## src/rtl/pp_merge.sv

```systemverilog
// Ping-pong merge of two AXI-Stream paths into one framed output with per-frame trailer.
// Defining PP_MERGE_STATS_EN adds a wrapping 16-bit count of completed frames.
`timescale 1ns/1ps

module pp_merge_fifo #(
  parameter int DW    = 128,
  parameter int DEPTH = 8
) (
  input  logic          clk,
  input  logic          reset,
  input  logic          wr_en,
  input  logic [DW-1:0] wr_data,
  input  logic          rd_en,
  output logic [DW-1:0] rd_data,
  output logic          empty,
  output logic          full
);
  localparam int AW = $clog2(DEPTH);

  logic [AW:0]   wr_ptr_q, wr_ptr_d;
  logic [AW:0]   rd_ptr_q, rd_ptr_d;
  logic [DW-1:0] mem_q [DEPTH];
  logic          do_wr, do_rd;

  assign empty   = (wr_ptr_q == rd_ptr_q);
  assign full    = (wr_ptr_q[AW-1:0] == rd_ptr_q[AW-1:0]) && (wr_ptr_q[AW] != rd_ptr_q[AW]);
  assign rd_data = mem_q[rd_ptr_q[AW-1:0]];

  // A full FIFO may still accept a write when its head leaves in the same cycle.
  assign do_rd = rd_en && !empty;
  assign do_wr = wr_en && (!full || do_rd);

  always_comb begin
    wr_ptr_d = wr_ptr_q + {{AW{1'b0}}, do_wr};
    rd_ptr_d = rd_ptr_q + {{AW{1'b0}}, do_rd};
  end

  // NOTE: sequential state uses non-blocking assignments so every flop samples pre-edge values.
  always_ff @(posedge clk or posedge reset) begin
    if (reset) begin
      wr_ptr_q <= '0;
      rd_ptr_q <= '0;
    end else begin
      wr_ptr_q <= wr_ptr_d;
      rd_ptr_q <= rd_ptr_d;
    end
  end

  // NOTE: storage is not reset; equal pointers already mark every entry as invalid.
  always_ff @(posedge clk) begin
    if (do_wr) mem_q[wr_ptr_q[AW-1:0]] <= wr_data;
  end
endmodule

module pp_merge #(
  parameter int DW          = 128,
  parameter int PP_GROUP    = 2,
  parameter int PACKET_SIZE = 2,
  parameter int FRAME_SIZE  = 256,
  parameter int TRAIL_LEN   = 6,
  parameter int FIFO_DEPTH  = 8
) (
  input  logic          clk,
  input  logic          reset,
  input  logic [DW-1:0] axis_in1_tdata,
  input  logic          axis_in1_tvalid,
  output logic          axis_in1_tready,
  input  logic [DW-1:0] axis_in2_tdata,
  input  logic          axis_in2_tvalid,
  output logic          axis_in2_tready,
  output logic [DW-1:0] axis_out_tdata,
  output logic          axis_out_tvalid,
  input  logic          axis_out_tready,
  output logic          axis_out_tlast,
  output logic [1:0]    overflow,
  output logic [15:0]   frame_count
);
  typedef enum logic [1:0] {S_DATA1, S_DATA2, S_TRAIL} state_e;

  localparam logic [15:0] GRP_LAST = 16'(PP_GROUP * PACKET_SIZE - 1);
  localparam logic [15:0] FRM_LAST = 16'(FRAME_SIZE - 1);
  localparam logic [15:0] TRL_LAST = 16'(TRAIL_LEN - 1);
  localparam logic [15:0] TRL_DONE = 16'(TRAIL_LEN);

  logic [DW-1:0] head1, head2;
  logic          empty1, empty2, full1, full2;
  logic          pop1, pop2;

  state_e        state_q, state_d;
  logic [15:0]   grp_cnt_q, grp_cnt_d;
  logic [15:0]   frm_cnt_q, frm_cnt_d;
  logic [15:0]   fwd_cnt_q, fwd_cnt_d;
  logic [15:0]   drp_cnt_q, drp_cnt_d;
  logic [1:0]    overflow_q, overflow_d;

  logic          out_valid, out_last, data_pop;
  logic [DW-1:0] out_data;

  assign axis_in1_tready = !full1;
  assign axis_in2_tready = !full2;

  pp_merge_fifo #(.DW(DW), .DEPTH(FIFO_DEPTH)) u_fifo1 (
    .clk     (clk),
    .reset   (reset),
    .wr_en   (axis_in1_tvalid && !full1),
    .wr_data (axis_in1_tdata),
    .rd_en   (pop1),
    .rd_data (head1),
    .empty   (empty1),
    .full    (full1)
  );

  pp_merge_fifo #(.DW(DW), .DEPTH(FIFO_DEPTH)) u_fifo2 (
    .clk     (clk),
    .reset   (reset),
    .wr_en   (axis_in2_tvalid && !full2),
    .wr_data (axis_in2_tdata),
    .rd_en   (pop2),
    .rd_data (head2),
    .empty   (empty2),
    .full    (full2)
  );

  always_comb begin
    overflow_d = overflow_q | {axis_in2_tvalid && full2, axis_in1_tvalid && full1};
  end

  // NOTE: every always_comb output gets a default first so no path can infer a latch.
  always_comb begin
    state_d   = state_q;
    grp_cnt_d = grp_cnt_q;
    frm_cnt_d = frm_cnt_q;
    fwd_cnt_d = fwd_cnt_q;
    drp_cnt_d = drp_cnt_q;
    out_valid = 1'b0;
    out_last  = 1'b0;
    out_data  = head1;
    pop1      = 1'b0;
    pop2      = 1'b0;
    data_pop  = 1'b0;

    case (state_q)
      S_DATA1: begin
        out_valid = !empty1;
        pop1      = out_valid && axis_out_tready;
        data_pop  = pop1;
      end
      S_DATA2: begin
        out_valid = !empty2;
        out_data  = head2;
        pop2      = out_valid && axis_out_tready;
        data_pop  = pop2;
      end
      S_TRAIL: begin
        // Path 1 trailer goes downstream; path 2 trailer drains regardless of tready.
        out_valid = !empty1 && (fwd_cnt_q != TRL_DONE);
        out_last  = out_valid && (fwd_cnt_q == TRL_LAST);
        pop1      = out_valid && axis_out_tready;
        pop2      = !empty2 && (drp_cnt_q != TRL_DONE);
        if (pop1) fwd_cnt_d = fwd_cnt_q + 16'd1;
        if (pop2) drp_cnt_d = drp_cnt_q + 16'd1;
        if ((fwd_cnt_q == TRL_DONE) && (drp_cnt_q == TRL_DONE)) begin
          state_d   = S_DATA1;
          fwd_cnt_d = '0;
          drp_cnt_d = '0;
        end
      end
      default: state_d = S_DATA1;
    endcase

    // End of frame outranks the group toggle.
    if (data_pop) begin
      if (frm_cnt_q == FRM_LAST) begin
        frm_cnt_d = '0;
        grp_cnt_d = '0;
        state_d   = S_TRAIL;
      end else begin
        frm_cnt_d = frm_cnt_q + 16'd1;
        if (grp_cnt_q == GRP_LAST) begin
          grp_cnt_d = '0;
          state_d   = (state_q == S_DATA1) ? S_DATA2 : S_DATA1;
        end else begin
          grp_cnt_d = grp_cnt_q + 16'd1;
        end
      end
    end
  end

  always_ff @(posedge clk or posedge reset) begin
    if (reset) begin
      state_q    <= S_DATA1;
      grp_cnt_q  <= '0;
      frm_cnt_q  <= '0;
      fwd_cnt_q  <= '0;
      drp_cnt_q  <= '0;
      overflow_q <= '0;
    end else begin
      state_q    <= state_d;
      grp_cnt_q  <= grp_cnt_d;
      frm_cnt_q  <= frm_cnt_d;
      fwd_cnt_q  <= fwd_cnt_d;
      drp_cnt_q  <= drp_cnt_d;
      overflow_q <= overflow_d;
    end
  end

  assign axis_out_tvalid = out_valid;
  assign axis_out_tdata  = out_data;
  assign axis_out_tlast  = out_last;
  assign overflow        = overflow_q;

`ifdef PP_MERGE_STATS_EN
  logic        trail_exit;
  logic [15:0] frame_count_q, frame_count_d;

  assign trail_exit = (state_q == S_TRAIL) && (fwd_cnt_q == TRL_DONE) && (drp_cnt_q == TRL_DONE);

  always_comb begin
    frame_count_d = frame_count_q + {15'd0, trail_exit};
  end

  always_ff @(posedge clk or posedge reset) begin
    if (reset) frame_count_q <= '0;
    else       frame_count_q <= frame_count_d;
  end

  assign frame_count = frame_count_q;
`else
  assign frame_count = '0;
`endif
endmodule

```

## config.mk

```make
export PLATFORM = sky130hd
export DESIGN_NAME = pp_merge
export DESIGN_NICKNAME = d
export VERILOG_FILES = /design/src/rtl/pp_merge.sv
export SDC_FILE = /design/constraint.sdc
export NUM_CORES = 2
export LEC_CHECK = 0
export CORE_AREA = 2 2 527 529
export DETAILED_ROUTE_END_ITERATION = 7
export DIE_AREA = 0 0 529 531
export HOLD_SLACK_MARGIN = 0.15
export PLACE_DENSITY = 0.52
export SLEW_MARGIN = 0
export SYNTH_ARGS = -nofsm -noshare
export SYNTH_HDL_FRONTEND = slang
export SYNTH_SLANG_ARGS = --single-unit
```

## constraint.sdc

```tcl
create_clock -name clk -period 33.6 [get_ports clk]
set_clock_uncertainty 0.15 [all_clocks]
set_input_delay 6.72 -clock clk [delete_from_list [all_inputs] [get_ports clk]]
set_output_delay 6.72 -clock clk [all_outputs]
set_load 0.01 [all_outputs]
```

==> flow_summary.json <==
{
  "status": "finished, final reports clean",
  "cap_violations": 0,
  "slew_viol_final": 0,
  "multi_input_area_um2": 17700,
  "crit_chain": "buf_12 > buf_4 > buf_4 > mux4_2 > nor2b_1 > a211oi_1 > a21oi_1 > clkdlybuf4s50_1",
  "dpl.hpwl_mm": 118,
  "reg2reg_from": "u_fifo2.rd_ptr_q[0]$_DFF_PP0_",
  "synthCells": 3723,
  "grt_pass1_wl_mm": 295,
  "clock.fmax_mhz": 78.9,
  "antenna_found_initial": 74,
  "cts_max_level": 4,
  "ys.flop_type": "edfxtp_1",
  "finalCritPeriodShare_pct": 37.7,
  "routed_wl_mm": 205,
  "final_common_cell": "edfxtp_1",
  "place_congestion": 0.737,
  "synth-seq-area-share_pct": 77.4,
  "path_class": "flop to primary output",
  "required_ns": 26.73,
  "pin_count": 411,
  "worst_slew_pin_slew_ns": 1.12,
  "post_cts_buffers": 0,
  "grt_pass1_vias": 40868,
  "setup_ws_ns": 20.92,
  "crit_arrival_ns": 5.81,
  "final_cell_mix": "edfxtp_1, mux4_2, clkdlybuf4s50_1, clkbuf_16, a21oi_1",
  "die_area_um2": 281000,
  "rsz0062_at_grt": "no",
  "ctsResizeCount": 0,
  "p_leak_nw": 30.0,
  "via_per_inst": 4.84,
  "fin_crit_ns": 12.68,
  "path_clk_slew_ns": 0.06,
  "area.sequential_um2": 63600,
  "fillers": 25426,
  "cellPowerDensity_nw_per_um2": 82.6,
  "numCtsBuffers": 230,
  "place_ws_ns": 21.64,
  "port_buffers": 394,
  "die_x_um": 529,
  "yosysWarnings": 0,
  "tritoncts": "built",
  "clockBufferDepth": 4,
  "critPathLaunchType": "flop",
  "path_delay_family": "buffers and inverters",
  "async_flop_share_pct": 3.94,
  "final_layout_size_suffix_gt1_share_pct": 21.4,
  "clock-root-buffer": "clkbuf_16",
  "row_count": 193,
  "cp_slowest_cell": "buf_4",
  "wl_per_cell_um": 25.5,
  "place_area_um2": 90600,
  "grt_start_max_net_pins": 112,
  "ir_drop_mv": 0.0513,
  "core_area_um2": 275000,
  "drt_iter0_drc": 2871,
  "endpoint_kind": "primary output",
  "tns_ns": 0,
  "yosys_register_bits": 2132,
  "design_area_um2": 97900,
  "crit_path_start": "u_fifo1.rd_ptr_q[0]$_DFF_PP0_",
  "syn2layout_area_growth_pct": 19.1,
  "finalSetupViolCount": 0,
  "remaining_drc_errors": 0,
  "ant_nets": 0,
  "crit_buf_inv": 4,
  "hold_viol": 0,
  "worstSkewPairLatency_ns": 0.88,
  "grt.overflow.total": 0,
  "die_h_um": 531,
  "vias": 38919,
  "critical_path.max_stage_delay_ns": 0.83,
  "hp-class": "flop to flop",
  "start_util_pct": 29.9,
  "netlist_area_um2": 82200,
  "avgSynthCellArea_um2": 22.1,
  "cts_hold_buf": 0,
  "hold_slack_ns": 0.321,
  "drtPass1Iterations": 5,
  "synth_edf_count": 2048,
  "hold_start": "fwd_cnt_q[15]$_DFFE_PP0P_",
  "relSlewSlack_pct": 25.1,
  "cp_common_cell": "buf_4",
  "cts.sinks": 2132,
  "yosysUniqueCellTypes": 61,
  "grtUsageTotal_pct": 14.3,
  "nNetsFinal": 4502,
  "crit_fanout": 94
}
-- stage by stage --
step | cells | utilization [%] | power [W]
after floorplan | 3738 | - | 0.00486
after global placement | 7596 | 32.9 | 0.00574
after detailed placement | 7596 | 32.9 | 0.00576
after CTS | 8019 | 35.6 | 0.00824
after global routing | 8025 | 35.6 | 0.00847
final | 8033 | 35.6 | 0.00809
-- area by class of cell --
cell class              instances  share of cell area, %
inverters                      17                 0.0664
repair buffers                469                   4.76
well taps                    3607                   4.61
multi-input cells            1371                   18.1
clock buffers                 291                   6.20
flip-flops and latches       2132                   65.0
diodes                         14                 0.0358
clock inverters               132                   1.27
-- Yosys cell counts (5+ instances only) --
master    count  share of area, %
a211oi_1    130               1.2
clkbuf_1    115              0.53
xnor2_1      38              0.40
nor4_1       13             0.099
nand4_1      19              0.14
nor2_1       23              0.11
buf_4        17              0.16
nor3_1       16             0.097
nor2b_1     129              0.98
o21ai_0       8             0.049
a21oi_1     140              0.85
buf_2        63              0.38
nand2_1      30              0.14
mux2i_1     133               1.6
edfxtp_1   2048                75
nor3b_1       5             0.046
xor2_1       21              0.22
nand3_1      30              0.18
and4_1        8             0.085
inv_1        17             0.078
dfrtp_1      84               2.6
mux4_2      512                14
and2_1        7             0.053
and3_1       15              0.11
ha_1         20              0.30
buf_1        21             0.096
nand2b_1      8             0.061
-- sequential cells by signal, summed over array words and instances (netlist names) --
name	flops
u_fifo1.rd_ptr_q	4
grp_cnt_q	16
frm_cnt_q	16
u_fifo1.mem_q	1024
u_fifo2.wr_ptr_q	4
drp_cnt_q	16
u_fifo2.mem_q	1024
overflow	2
u_fifo2.rd_ptr_q	4
fwd_cnt_q	16
state_q	2
u_fifo1.wr_ptr_q	4
-- power breakdown --
| part | switching [W] | total [W] | leakage [nW] | internal (W) |
|---|---|---|---|---|
| clock | 0.00105 | 0.00245 | 3.56 | 0.00141 |
| sequential | 0.000122 | 0.00346 | 19.7 | 0.00334 |
| combinational | 0.00120 | 0.00218 | 6.71 | 0.000975 |
-- final timing paths --
kind | cells after the start | slack, ns | endpoint
worst max-delay path | 8 | 20.92 | axis_out_tdata[84]
worst min-delay path | 1 | 0.32 | fwd_cnt_q[15]$_DFFE_PP0P_
worst max register to register | 8 | 28.39 | u_fifo2.mem_q[2][69]$_DFFE_PP_
worst min register to register | 1 | 0.32 | fwd_cnt_q[15]$_DFFE_PP0P_
max in group asynchronous | 3 | 26.03 | u_fifo2.rd_ptr_q[2]$_DFF_PP0_
min in group asynchronous | 2 | 5.93 | drp_cnt_q[11]$_DFFE_PP0P_
-- kinds of logic (layout without fill, tap and decap cells) --
logic type / after synthesis / after routing / share of synthesized area, %
XOR/XNOR: 60 / 60 / 0.649
multiplexers: 648 / 648 / 15.7
flip-flops: 2132 / 2132 / 77.4
adder cells (fa/ha/maj): 20 / 20 / 0.304
buffers and inverters: 235 / 909 / 1.27
AND/OR/NAND/NOR: 318 / 318 / 2.27
other: 1 / 30 / 0.00456
AO/OA/AOI/OAI: 309 / 309 / 2.43
-- layer usage --
layer	track usage, %	part of all wire (%)	up-vias
met4	3.30	2.2	50
li1	-	-	16648
met1	19.1	43	20899
met3	3.01	5.3	372
met2	24.0	49	950
met5	0	0.16	-
Note: power is estimated with default switching activity, not from simulation.
